**src/rtl/inst_encode.sv**
```systemverilog
`timescale 1ns/1ps
// inst_encode: packs decoded RV32I fields (op, rd, rs1, rs2, funct3, funct7,
// imm) into one instruction word and stores it little-endian to byte-wide
// instruction memory over a write/ack handshake.
// Optional feature macro: ACK_TIMEOUT_EN -- abort the write with err=1 after
// TIMEOUT_CYCLES consecutive cycles without mem_ack.
module inst_encode #(
    parameter int unsigned M_WIDTH        = 8,
    parameter int unsigned ADDR_WIDTH     = 8,
    parameter int unsigned INST_WIDTH     = 32,
    parameter int unsigned REG_ADDR_WIDTH = 5
`ifdef ACK_TIMEOUT_EN
    ,
    parameter int unsigned TIMEOUT_CYCLES = 16
`endif
) (
    input  logic                      clk,
    input  logic                      rst,
    input  logic                      en,
    input  logic [6:0]                op,
    input  logic [REG_ADDR_WIDTH-1:0] rd,
    input  logic [REG_ADDR_WIDTH-1:0] rs1,
    input  logic [REG_ADDR_WIDTH-1:0] rs2,
    input  logic [2:0]                funct3,
    input  logic [6:0]                funct7,
    input  logic [31:0]               imm,
    input  logic [ADDR_WIDTH-1:0]     base_addr,
    output logic [INST_WIDTH-1:0]     inst,
    output logic [ADDR_WIDTH-1:0]     mem_addr,
    output logic [M_WIDTH-1:0]        mem_data,
    output logic                      mem_we,
    input  logic                      mem_ack,
    output logic                      busy,
    output logic                      ready,
    output logic                      err
);

    localparam int unsigned NBEATS = INST_WIDTH / M_WIDTH;
    localparam int unsigned BEAT_W = (NBEATS > 1) ? $clog2(NBEATS) : 1;
`ifdef ACK_TIMEOUT_EN
    localparam int unsigned TO_W   = $clog2(TIMEOUT_CYCLES + 1);
`endif

    localparam logic [6:0] OP_LUI         = 7'b0110111;
    localparam logic [6:0] OP_AIUPC       = 7'b0010111;
    localparam logic [6:0] OP_JAL         = 7'b1101111;
    localparam logic [6:0] OP_JALR        = 7'b1100111;
    localparam logic [6:0] OP_LOAD        = 7'b0000011;
    localparam logic [6:0] OP_STORE       = 7'b0100011;
    localparam logic [6:0] OP_BRANCH      = 7'b1100011;
    localparam logic [6:0] OP_INTEGER_IMM = 7'b0010011;
    localparam logic [6:0] OP_INTEGER     = 7'b0110011;

    typedef enum logic [1:0] {
        IDLE  = 2'd0,
        PACK  = 2'd1,
        WRITE = 2'd2,
        DONE  = 2'd3
    } state_t;

    state_t                      state_q;

    // Fields captured at start so the caller may change inputs while busy
    logic [6:0]                  op_q;
    logic [REG_ADDR_WIDTH-1:0]   rd_q;
    logic [REG_ADDR_WIDTH-1:0]   rs1_q;
    logic [REG_ADDR_WIDTH-1:0]   rs2_q;
    logic [2:0]                  funct3_q;
    logic [6:0]                  funct7_q;
    logic [31:0]                 imm_q;
    logic [ADDR_WIDTH-1:0]       base_q;

    logic [INST_WIDTH-1:0]       inst_q;
    logic [INST_WIDTH-1:0]       inst_d;
    logic                        pack_err_d;

    logic [ADDR_WIDTH-1:0]       mem_addr_q;
    logic [M_WIDTH-1:0]          mem_data_q;
    logic                        mem_we_q;
    logic                        busy_q;
    logic                        ready_q;
    logic                        err_q;
    logic [BEAT_W-1:0]           beat_q;
`ifdef ACK_TIMEOUT_EN
    logic [TO_W-1:0]             to_cnt_q;
`endif

    logic                        imm_fits_i;
    logic                        imm_fits_b;
    logic                        imm_fits_j;
    logic                        last_beat;
    logic [M_WIDTH-1:0]          next_data;

    // Immediate range checks: upper bits must be a pure sign extension
    assign imm_fits_i = (&imm_q[31:11]) | ~(|imm_q[31:11]);
    assign imm_fits_b = (&imm_q[31:12]) | ~(|imm_q[31:12]);
    assign imm_fits_j = (&imm_q[31:20]) | ~(|imm_q[31:20]);

    assign last_beat  = (beat_q == BEAT_W'(NBEATS - 1));
    assign next_data  = M_WIDTH'(inst_q >> ((32'(beat_q) + 32'd1) * M_WIDTH));

    // Format-dependent packing of the captured fields and legality check
    always_comb begin
        inst_d     = '0;
        pack_err_d = 1'b0;
        case (op_q)
            OP_LUI, OP_AIUPC: begin
                inst_d     = INST_WIDTH'({imm_q[31:12], rd_q, op_q});
                pack_err_d = (imm_q[11:0] != 12'd0);
            end
            OP_JAL: begin
                inst_d     = INST_WIDTH'({imm_q[20], imm_q[10:1], imm_q[11],
                                          imm_q[19:12], rd_q, op_q});
                pack_err_d = ~imm_fits_j | imm_q[0];
            end
            OP_JALR, OP_LOAD, OP_INTEGER_IMM: begin
                inst_d     = INST_WIDTH'({imm_q[11:0], rs1_q, funct3_q, rd_q, op_q});
                pack_err_d = ~imm_fits_i;
            end
            OP_STORE: begin
                inst_d     = INST_WIDTH'({imm_q[11:5], rs2_q, rs1_q, funct3_q,
                                          imm_q[4:0], op_q});
                pack_err_d = ~imm_fits_i;
            end
            OP_BRANCH: begin
                inst_d     = INST_WIDTH'({imm_q[12], imm_q[10:5], rs2_q, rs1_q,
                                          funct3_q, imm_q[4:1], imm_q[11], op_q});
                pack_err_d = ~imm_fits_b | imm_q[0];
            end
            OP_INTEGER: begin
                inst_d     = INST_WIDTH'({funct7_q, rs2_q, rs1_q, funct3_q, rd_q, op_q});
            end
            default: begin
                pack_err_d = 1'b1;
            end
        endcase
    end

    // Control FSM with registered memory-port and status outputs
    always_ff @(posedge clk or posedge rst) begin
        if (rst) begin
            state_q    <= IDLE;
            op_q       <= '0;
            rd_q       <= '0;
            rs1_q      <= '0;
            rs2_q      <= '0;
            funct3_q   <= '0;
            funct7_q   <= '0;
            imm_q      <= '0;
            base_q     <= '0;
            inst_q     <= '0;
            mem_addr_q <= '0;
            mem_data_q <= '0;
            mem_we_q   <= 1'b0;
            busy_q     <= 1'b0;
            ready_q    <= 1'b0;
            err_q      <= 1'b0;
            beat_q     <= '0;
`ifdef ACK_TIMEOUT_EN
            to_cnt_q   <= '0;
`endif
        end else begin
            ready_q <= 1'b0;
            case (state_q)
                IDLE: begin
                    if (en) begin
                        op_q     <= op;
                        rd_q     <= rd;
                        rs1_q    <= rs1;
                        rs2_q    <= rs2;
                        funct3_q <= funct3;
                        funct7_q <= funct7;
                        imm_q    <= imm;
                        base_q   <= base_addr;
                        err_q    <= 1'b0;
                        busy_q   <= 1'b1;
                        state_q  <= PACK;
                    end
                end
                PACK: begin
                    inst_q <= inst_d;
                    if (pack_err_d) begin
                        err_q   <= 1'b1;
                        ready_q <= 1'b1;
                        state_q <= DONE;
                    end else begin
                        mem_we_q   <= 1'b1;
                        mem_addr_q <= base_q;
                        mem_data_q <= inst_d[M_WIDTH-1:0];
                        beat_q     <= '0;
`ifdef ACK_TIMEOUT_EN
                        to_cnt_q   <= '0;
`endif
                        state_q    <= WRITE;
                    end
                end
                WRITE: begin
                    if (mem_ack) begin
`ifdef ACK_TIMEOUT_EN
                        to_cnt_q <= '0;
`endif
                        if (last_beat) begin
                            mem_we_q <= 1'b0;
                            ready_q  <= 1'b1;
                            state_q  <= DONE;
                        end else begin
                            beat_q     <= beat_q + BEAT_W'(1);
                            mem_addr_q <= mem_addr_q + ADDR_WIDTH'(1);
                            mem_data_q <= next_data;
                        end
                    end
`ifdef ACK_TIMEOUT_EN
                    else if (to_cnt_q == TO_W'(TIMEOUT_CYCLES - 1)) begin
                        err_q    <= 1'b1;
                        mem_we_q <= 1'b0;
                        ready_q  <= 1'b1;
                        state_q  <= DONE;
                    end else begin
                        to_cnt_q <= to_cnt_q + TO_W'(1);
                    end
`endif
                end
                DONE: begin
                    busy_q  <= 1'b0;
                    state_q <= IDLE;
                end
                default: begin
                    state_q <= IDLE;
                end
            endcase
        end
    end

    assign inst     = inst_q;
    assign mem_addr = mem_addr_q;
    assign mem_data = mem_data_q;
    assign mem_we   = mem_we_q;
    assign busy     = busy_q;
    assign ready    = ready_q;
    assign err      = err_q;

endmodule

```
**config.mk**
```make
export PLATFORM = sky130hd
export DESIGN_NAME = inst_encode
export DESIGN_NICKNAME = d
export VERILOG_FILES = /design/src/rtl/inst_encode.sv
export SDC_FILE = /design/constraint.sdc
export NUM_CORES = 1
export LEC_CHECK = 0
export ABC_AREA = 1
export BUFFER_PORTS_ARGS = -buffer_cell sky130_fd_sc_hd__buf_2
export CORE_MARGIN = 2
export CORE_UTILIZATION = 40
export DETAILED_ROUTE_END_ITERATION = 8
export GPL_ROUTABILITY_DRIVEN = 0
export RECOVER_POWER = 25
export SLEW_MARGIN = 5
export SYNTH_ARGS = -nofsm -noshare
export SYNTH_HDL_FRONTEND = slang
export SYNTH_SLANG_ARGS = --single-unit
```
**constraint.sdc**
```tcl
create_clock -name clk -period 5.8 [get_ports clk]
set_input_delay 1.16 -clock clk [delete_from_list [all_inputs] [get_ports clk]]
set_output_delay 1.16 -clock clk [all_outputs]
set_load 0.05 [all_outputs]
```
After elaboration in Yosys (flattened, before gate mapping)
Index checks and enable logic that the tools add are counted.

Input bits: 76. Logic and storage cells: 103. Bits in writable memories: 0. Latch bits: 0. Memories kept: 0. Memory bits (read-only): 0. Output and inout bits: 52. Register bits: 128.

Multipliers: 0. Multiplexer cells: 32. $add $sub $neg: 3. Reduce and logical (&&, ||, !) cells: 20. Bitwise logic cells: 11. Order comparisons: 0. Shift-type cells: 1. Divide/modulo/power cells: 0. Eq/ne operators: 19.

Operator list (number): case mux 32 bit (6 select lines) (1); 2-to-1 mux 8 bit (6); case mux 8 bit (2 select lines) (2); right shift 32 x 6 -> 8 bit (1); equality test 7 x 6 -> 1 bit (second input constant) (3); equality test 7 bit (second input constant) (3); AND reduction 21 bit (1); OR reduction 21 bit (1); AND reduction 20 bit (1); OR reduction 20 bit (1); equality test 7 x 5 -> 1 bit (second input constant) (2); 2-to-1 mux 2 bit (6); != test 2 bit (second input constant) (6); AND reduction 12 bit (1); nonzero test 12 bit (1); OR reduction 12 bit (1); 2-to-1 mux 1 bit (10); adder 8 x 1 -> 8 bit (second input constant) (1); case mux 1 bit (2 select lines) (4); case mux 2 bit (4 select lines) (1); AND reduction 4 bit (2); equality test 7 x 2 -> 1 bit (second input constant) (1); equality test 2 bit (second input constant) (3); inverter 1 bit (6); 13 further kinds (21).

Longest topological paths before layout
Gate-level depths: netlist (run 1).

Depth in word-level cells: 8. Gate-level depth with buffers: 15. Depth with buffers taken out: 14.

Least setup slack after synthesis (run 1)
No wires, ideal clock.

Path type: input -> register. From: in en. To: reg imm_q[28]. Slack: 3.668 ns. Setup time: 0.133 ns. Cell stages on the path: 5. Buffers on the path: 2. Data arrival time: 1.999 ns. Cell sequence: nand2_1 -> inv_1 -> clkbuf_1 -> clkbuf_1 -> o21ai_0.

Word-level cells in the longest chain between the ends: 1.

Ends and longest elaborated chain: from (decl) (RTL line 19) `input logic en,`; AND reduction 2 bit (no line); to (signal assigned) (RTL line 173) `imm_q <= imm;`; to (decl) (RTL line 70) `logic [31:0] imm_q;`.

Every way passes these cells. A chain may end at the register's enable or synchronous reset.

Final worst setup path (run 1)
From: reg state_q[1]. To: reg mem_data_q[2], in the netlist mem_data[2].

Word-level cells in the longest chain between the ends: 3.

Ends and longest elaborated chain: from (decl) (RTL line 61) `state_t state_q;`; from (signal assigned) (RTL line 142) `state_q <= IDLE;`; from (signal assigned) (RTL line 177) `state_q <= PACK;`; from (signal assigned) (RTL line 185) `state_q <= DONE;`; equality test 2 bit or equality test 2 x 1 -> 1 bit (tied branches) (RTL line 164) `case (state_q)`; != test 2 bit (no line) or nonzero test 2 bit (tied branches); AND reduction 4 bit (no line); to (signal assigned) (RTL line 189) `mem_data_q <= inst_d[M_WIDTH-1:0];`; to (signal assigned) (RTL line 209) `mem_data_q <= next_data;`; to (decl) (RTL line 78) `logic [M_WIDTH-1:0] mem_data_q;`.

Parallel ways exist; a longest one is shown, timed or not.

==> summary.txt, run 1 <==
Outcome
  – Status: finished with violations
  – Failing checks: capacitance limit, slew limit

Logic synthesis
  – Post-synth top area share: between 40% and 50%
  – Async set-reset flop share out of synthesis: 100%
  – Post-synth EDFFs: 0
  – #FFs+latches synth: 128
  – YS warnings: 0
  – Register area share after synthesis: 49.8%
  – Post-synth top flop: dfrtp_1
  – Unique masters post-synth: 40
  – Syn_nets: around 910
  – Ranking of synthesized cells by area: dfrtp_1 (50%), nand2_1 (21%), o21ai_0 (6.2%), nor2_1 (3.4%), inv_1 (3.3%)
  – Area leader, netlist: dfrtp_1
  – Cells after Synth: 831
  – Cell area after synthesis: roughly 0.0064 sq mm
  – Mapped Avg Cell Area: slightly below 8 sq um

Critical path
  – Worst path top cell family by delay: buffers and inverters
  – Worst-path cell chain: inv_1 > ha_1 > inv_1 > clkbuf_1 > nand2_1 > nand2_4 > o21ai_4 > nand2_1 > nand2_1
  – CP Capture Type: flip-flop
  – Worst endpoint data arrival time: between 3 and 4 ns
  – R2R depth: 9
  – Critical Path Fanout Max: 48
  – Crit path buf inv count: 3
  – Critical Path Start Type: flip-flop
  – Most frequent CP cell: nand2_1
  – Worst path slowest cell: clkbuf_1
  – Worst setup path category: reg2reg
  – CP required: 6.11 ns
  – Slowest stage delay, CP: 1.46 ns
  – Crit path depth: 9

STA
  – Final worst slack: 2.34 ns
  – Final setup violation count: 0
  – F_max: around 0.29 GHz
  – Pins Over Slew Limit: between 100 and 150
  – Endpoints failing hold: 0
  – Fin crit period: around 3.5 ns
  – Worst Clk Skew: 0.00662 ns
  – Final Cycle Share: 59.7%
  – Final TNS setup: 0 ns
  – Worst Tran Pin Value: roughly 3.2 ns
  – RSZ-0062 raised after global routing: false
  – Slew margin rel.: -113%

Power
  – Combinational fraction of design power: between 30% and 40%
  – Clock network power share: between 20% and 30%
  – Sequential power share: a little under two fifths
  – Int Pwr: 2.32 mW
  – PwrDens: 552 mW/mm^2
  – Leakage Power: ~4 nW
  – Peak VDD IR: around 0.26 mV
  – Net Sw Power: a little under 2 mW
  – Switching Fraction: between 40% and 50%

Floorplanning
  – Core area: between 0.015 and 0.02 sq mm
  – Initial Util: a little over 40%
  – Die Area: about 0.017 sq mm
  – Row Count: 46
  – Ports: around 130
  – Die width: ~130 um
  – Die Height: approximately 130 um

Global route
  – Gr usage total: 22.0%
  – Vias in the first global route: around 5300
  – Initial antenna violation count: 0
  – First-pass GRT wire length: approximately 28000 um
  – Pin count of the biggest net entering global routing: between 70 and 80
  – GRT overflow: 0

Hold path
  – Hold depth: 2
  – Hold crit path type: reg2reg

CTS
  – CTS root buffer: clkbuf_16
  – Clock Tree Buf Depth: 2
  – Worst skew pair latency: approximately 0.42 ns
  – Cts hold-fix bufs: 0
  – Cells resized by post-CTS repair: 0
  – Reg clk slew, reported paths: 0.06 ns
  – CTS Buf Count: 17
  – H-tree depth: 4
  – Setup bufs post-CTS: 0
  – Sink Count: approximately 130
  – CTS tree: done

Route
  – DR vias: between 5000 and 6000
  – DRT antenna net count: 0
  – Average wire per standard cell: between 15 and 20 um
  – Via density per instance: 4.85
  – Starting DRT DRC Count: 550
  – Pre-Repair DR Iteration Count: 7
  – Final WL: 17700 um
  – DRC: 0

Final layout
  – Final core utilization: between 40% and 50%
  – Area of the multi-input gates: between 0.002 and 0.003 sq mm
  – Post-route cell area: 0.00776 sq mm
  – Filler cells: 1609
  – Storage cell area: between 0.003 and 0.004 sq mm
  – Area grow syn2layout: 20.6%
  – Layout cells sized above 1: between 10% and 20%
  – Ant. Diodes: 0
  – Final Net Count: ~1000

Placement
  – Port Buffers: approximately 130
  – Placed Area: roughly 0.007 sq mm
  – Dpl ws: roughly 2.8 ns
  – Detailed placer's ending HPWL: about 13000 um

Flow run
  – Max_cap viols: 2
-- area by class of cell --
class | count | share of cell area [%]
clock buffer | 22 | 5.98
clock inverter | 10 | 1.13
inverter | 63 | 3.10
multi-input combinational | 609 | 36.5
sequential | 128 | 41.3
tap | 216 | 3.48
timing repair buffer | 131 | 8.53
-- power by group through the flow --
stage | combinational [mW] | clock (mW) | sequential [mW]
after floorplan | 1.01 | 0 | 1.84
after global placement | 1.67 | 0 | 1.60
after detailed placement | 1.69 | 0 | 1.60
after CTS | 1.70 | 1.01 | 1.59
after global routing | 1.90 | 1.06 | 1.65
final | 1.69 | 0.997 | 1.60
-- layout by cell type, fill, tap and decap left out, types with 3 or more instances in the layout --
cell | Yosys | final
nand4_1 | 25 | 25
buf_4 | 1 | 3
inv_1 | 57 | 55
xor2_1 | 3 | 3
o211ai_1 | 4 | 4
buf_2 | 3 | 127
inv_2 | 4 | 5
o21ai_0 | 80 | 80
nand2_4 | 5 | 5
a21oi_1 | 12 | 12
dfrtp_1 | 128 | 128
a31oi_1 | 9 | 9
o22ai_1 | 4 | 4
nor2_1 | 58 | 58
clkbuf_1 | 20 | 4
nand2_1 | 352 | 352
ha_1 | 6 | 6
nand3_1 | 13 | 13
clkinv_2 | 0 | 5
nor3_1 | 4 | 4
nand2_2 | 6 | 6
a21o_1 | 5 | 5
nor2_2 | 4 | 4
clkbuf_16 | 0 | 17
o221ai_1 | 3 | 3
-- per-layer routing --
metal  vias to the layer above  track usage (%)  routed length [um]
met4                         0             8.70                 415
met2                       182             32.3                7750
met1                      2610             31.6                8430
li1                       2904                -                   -
met3                        26             4.97                1120
met5                         -                0                   0
-- synthesized netlist by cell type (6+ instances only) --
cell type	n
a21oi_1	12
a31oi_1	9
clkbuf_1	20
dfrtp_1	128
ha_1	6
inv_1	57
nand2_1	352
nand2_2	6
nand3_1	13
nand4_1	25
nor2_1	58
o21ai_0	80
-- cells by family (layout without fill, tap and decap cells) --
kind of cell    after synthesis  in the layout  share of synthesized area, %
xor+xnor                      5              5                         0.681
flops                       128            128                          49.8
buf+inv                      94            226                          6.17
fa+ha+maj                     6              6                          1.17
simple gates                475            475                          31.4
compound gates              123            123                          10.8
-- worst reg2reg max path, stage by stage, from the launching register on --
cell,delay (ns)
dfrtp_1,0.41
inv_1,0.08
ha_1,0.45
inv_1,0.13
clkbuf_1,1.46
nand2_1,0.27
nand2_4,0.21
o21ai_4,0.17
nand2_1,0.11
nand2_1,0.05
-- state kept, by name, indices dropped and copies added (netlist names) --
register  flops
mem_we        1
state_q       2
funct3_q      3
err           1
op_q          7
rd_q          5
imm_q        32
funct7_q      7
mem_data      8
ready         1
beat_q        2
mem_addr      8
base_q        8
busy          1
rs2_q         5
rs1_q         5
inst         32
-- per-stage QoR --
step                      cells  power (mW)  hold WS [ns]
final                      1179        4.28         0.467
after global routing       1179        4.60         0.488
after CTS                  1179        4.31         0.470
after detailed placement   1147        3.30         0.455
after global placement     1147        3.28         0.450
after floorplan             831        2.85         0.449
-- final timing paths --
| path | startpoint | endpoint | slack [ns] |
|---|---|---|---|
| hold / removal | mem_data[4] | mem_data[4] | 0.47 |
| setup / recovery | state_q[1] | mem_data[2] | 2.34 |
| max in group asynchronous | rst | funct7_q[0] | 2.35 |
| setup reg to reg | state_q[1] | mem_data[2] | 2.34 |
| hold reg to reg | mem_data[4] | mem_data[4] | 0.47 |
| min in group asynchronous | rst | rd_q[4] | 1.66 |
Power figures use the tool's default switching activity.
==> run 2, diff against run 1 <==
- clock period: 5.8 -> 3.15 ns (I/O delays scaled with it)
==> run 2 against run 1 <==
Setup slack got worse by 1.4 ns. Sequential share of layout area fell by 0.74 points. Die area did not move. The flow now finishes without violations. Sequential power rose by 84%. Critical path type unchanged. Critical endpoint is now mem_data[7].
==> summary.txt, run 2 (synthesis gave the netlist of run 1 again) <==
Outcome
  – Status: completed

Route
  – Via density per instance: between 4 and 5
  – Pre-Repair DR Iteration Count: 5
  – DRC: 0
  – Average wire per standard cell: approximately 15 um
  – Starting DRT DRC Count: around 510
  – DR vias: between 5000 and 6000
  – DRT antenna net count: 0
  – Final WL: between 15000 and 20000 um

Hold path
  – Hold crit path type: in2async

Power
  – Total power: between 8 and 9 mW
  – Leakage Power: slightly above 4 nW
  – PwrDens: between 1000 and 1500 mW/mm^2
  – Net Sw Power: about 3.7 mW
  – Int Pwr: 4.54 mW
  – Clock network power share: 25.4%
  – Sequential power share: between 30% and 40%
  – Peak VDD IR: about 0.48 mV
  – Switching Fraction: approximately 45%
  – Combinational fraction of design power: 38.6%

Flow run
  – Max_cap viols: 0

Critical path
  – Critical Path Fanout Max: 25
  – Crit path depth: 7
  – Slowest stage delay, CP: 0.59 ns
  – Reg2reg start: state_q[0]
  – Most frequent CP cell: nand2_1
  – R2R depth: 7
  – CP required: around 3.5 ns
  – Worst setup path category: reg2reg
  – R2R Path End: mem_data[7]
  – Worst path slowest cell: o21ai_4
  – Worst endpoint data arrival time: around 2.6 ns
  – End of the critical path: mem_data[7]
  – Crit path buf inv count: 3
  – CP Capture Type: flip-flop
  – Reg2reg setup slack: 0.96 ns
  – Critical Path Start Type: flip-flop
  – Worst path top cell family by delay: buffers and inverters
  – Crit. Startpoint: state_q[0]
  – Worst-path cell chain: inv_1 > ha_1 > buf_4 > clkinv_1 > o21ai_4 > nand2_1 > nand2_1

CTS
  – Clock Tree Buf Depth: 2
  – Setup bufs post-CTS: 0
  – Reg clk slew, reported paths: 0.06 ns
  – CTS root buffer: clkbuf_16
  – CTS Buf Count: 17
  – Cts hold-fix bufs: 0
  – H-tree depth: 4
  – Worst skew pair latency: roughly 0.43 ns
  – Cells resized by post-CTS repair: 0
  – Sink Count: ~130
  – CTS tree: done

Floorplanning
  – Initial Util: between 40% and 50%
  – Die Area: approximately 0.017 sq mm
  – Die width: 131 um
  – Die Height: 131 um
  – Row Count: 46
  – Core area: between 0.015 and 0.02 sq mm
  – Ports: 128

STA
  – Worst Tran Pin Value: about 1.1 ns
  – RSZ-0062 raised after global routing: false
  – Final Cycle Share: 69.7%
  – F_max: about 0.46 GHz
  – Fin crit period: approximately 2.2 ns
  – Worst Clk Skew: between 0.006 and 0.007 ns
  – Pins Over Slew Limit: 0
  – Final TNS setup: 0 ns
  – Slew margin rel.: 25.7%
  – Final worst slack: between 0.9 and 1 ns
  – Endpoints failing hold: 0
  – Final setup violation count: 0

Global route
  – Gr usage total: between 20% and 30%
  – Initial antenna violation count: 0
  – GRT overflow: 0
  – Vias in the first global route: 5463
  – First-pass GRT wire length: around 28000 um
  – Pin count of the biggest net entering global routing: 89

Final layout
  – Area grow syn2layout: 22.8%
  – Ant. Diodes: 0
  – Final Net Count: just over 1000
  – Most frequent cells in the layout: nand2_1 (352), dfrtp_1 (128), buf_2 (127), o21ai_0 (80), nor2_1 (58)
  – Layout cells sized above 1: 20.5%
  – Leading cell type in the layout, fill and taps excluded: nand2_1
  – Layout Cells excl Fill: approximately 1200

Placement
  – Detailed placer's ending HPWL: between 10000 and 15000 um
  – Port Buffers: 127
  – Placed insts: around 1200
  – Dpl ws: 0.973 ns
-- run 2: area by class of cell --
cell class / instances / area (sq um)
Clock buffer: 19 / 443
Sequential cell: 128 / 3200
Clock inverter: 13 / 188
Inverter: 63 / 240
Timing Repair Buffer: 136 / 724
Fill cell: 1591 / 7930
Multi-Input combinational cell: 609 / 2830
Tap cell: 216 / 270
-- run 2: how the worst min path moves through the flow --
stage | end | cells after the start | start | slack, ns
6_report | inst[1] | 2 | rst | 0.37
5_1_grt | imm_q[9] | 3 | imm[9] | 0.38
4_1_cts | inst[1] | 2 | rst | 0.24
3_5_place_dp | mem_data[6] | 2 | mem_data[6] | 0.46
3_3_place_gp | mem_data[1] | 2 | mem_data[1] | 0.46
2_1_floorplan | base_q[0] | 2 | base_q[0] | 0.45
-- run 2: per-stage QoR --
step	utilization (%)	instance area [sq um]	hold WS, ns
final	49.9	7900	0.375
after global routing	49.9	7900	0.385
after CTS	50.0	7910	0.241
after detailed placement	46.0	7280	0.462
after global placement	46.0	7280	0.456
after floorplan	-	6430	0.449
-- run 2: routing by layer --
| layer | GRT usage, % | share of wire [%] | vias to the layer above |
|---|---|---|---|
| met3 | 4.60 | 5.9 | 27 |
| met4 | 8.07 | 1.9 | 0 |
| met5 | 0 | 0 | - |
| met2 | 33.4 | 44 | 206 |
| li1 | - | - | 2921 |
| met1 | 31.3 | 48 | 2744 |
-- run 2: power groups by stage --
stage          Clock, mW  Sequential (mW)  Combinational, mW
2_1_floorplan          0             3.39               1.86
3_3_place_gp           0             2.96               3.14
3_5_place_dp           0             2.96               3.18
4_1_cts             2.12             2.94               3.19
5_1_grt             2.19             3.03               3.57
6_report            2.09             2.95               3.17
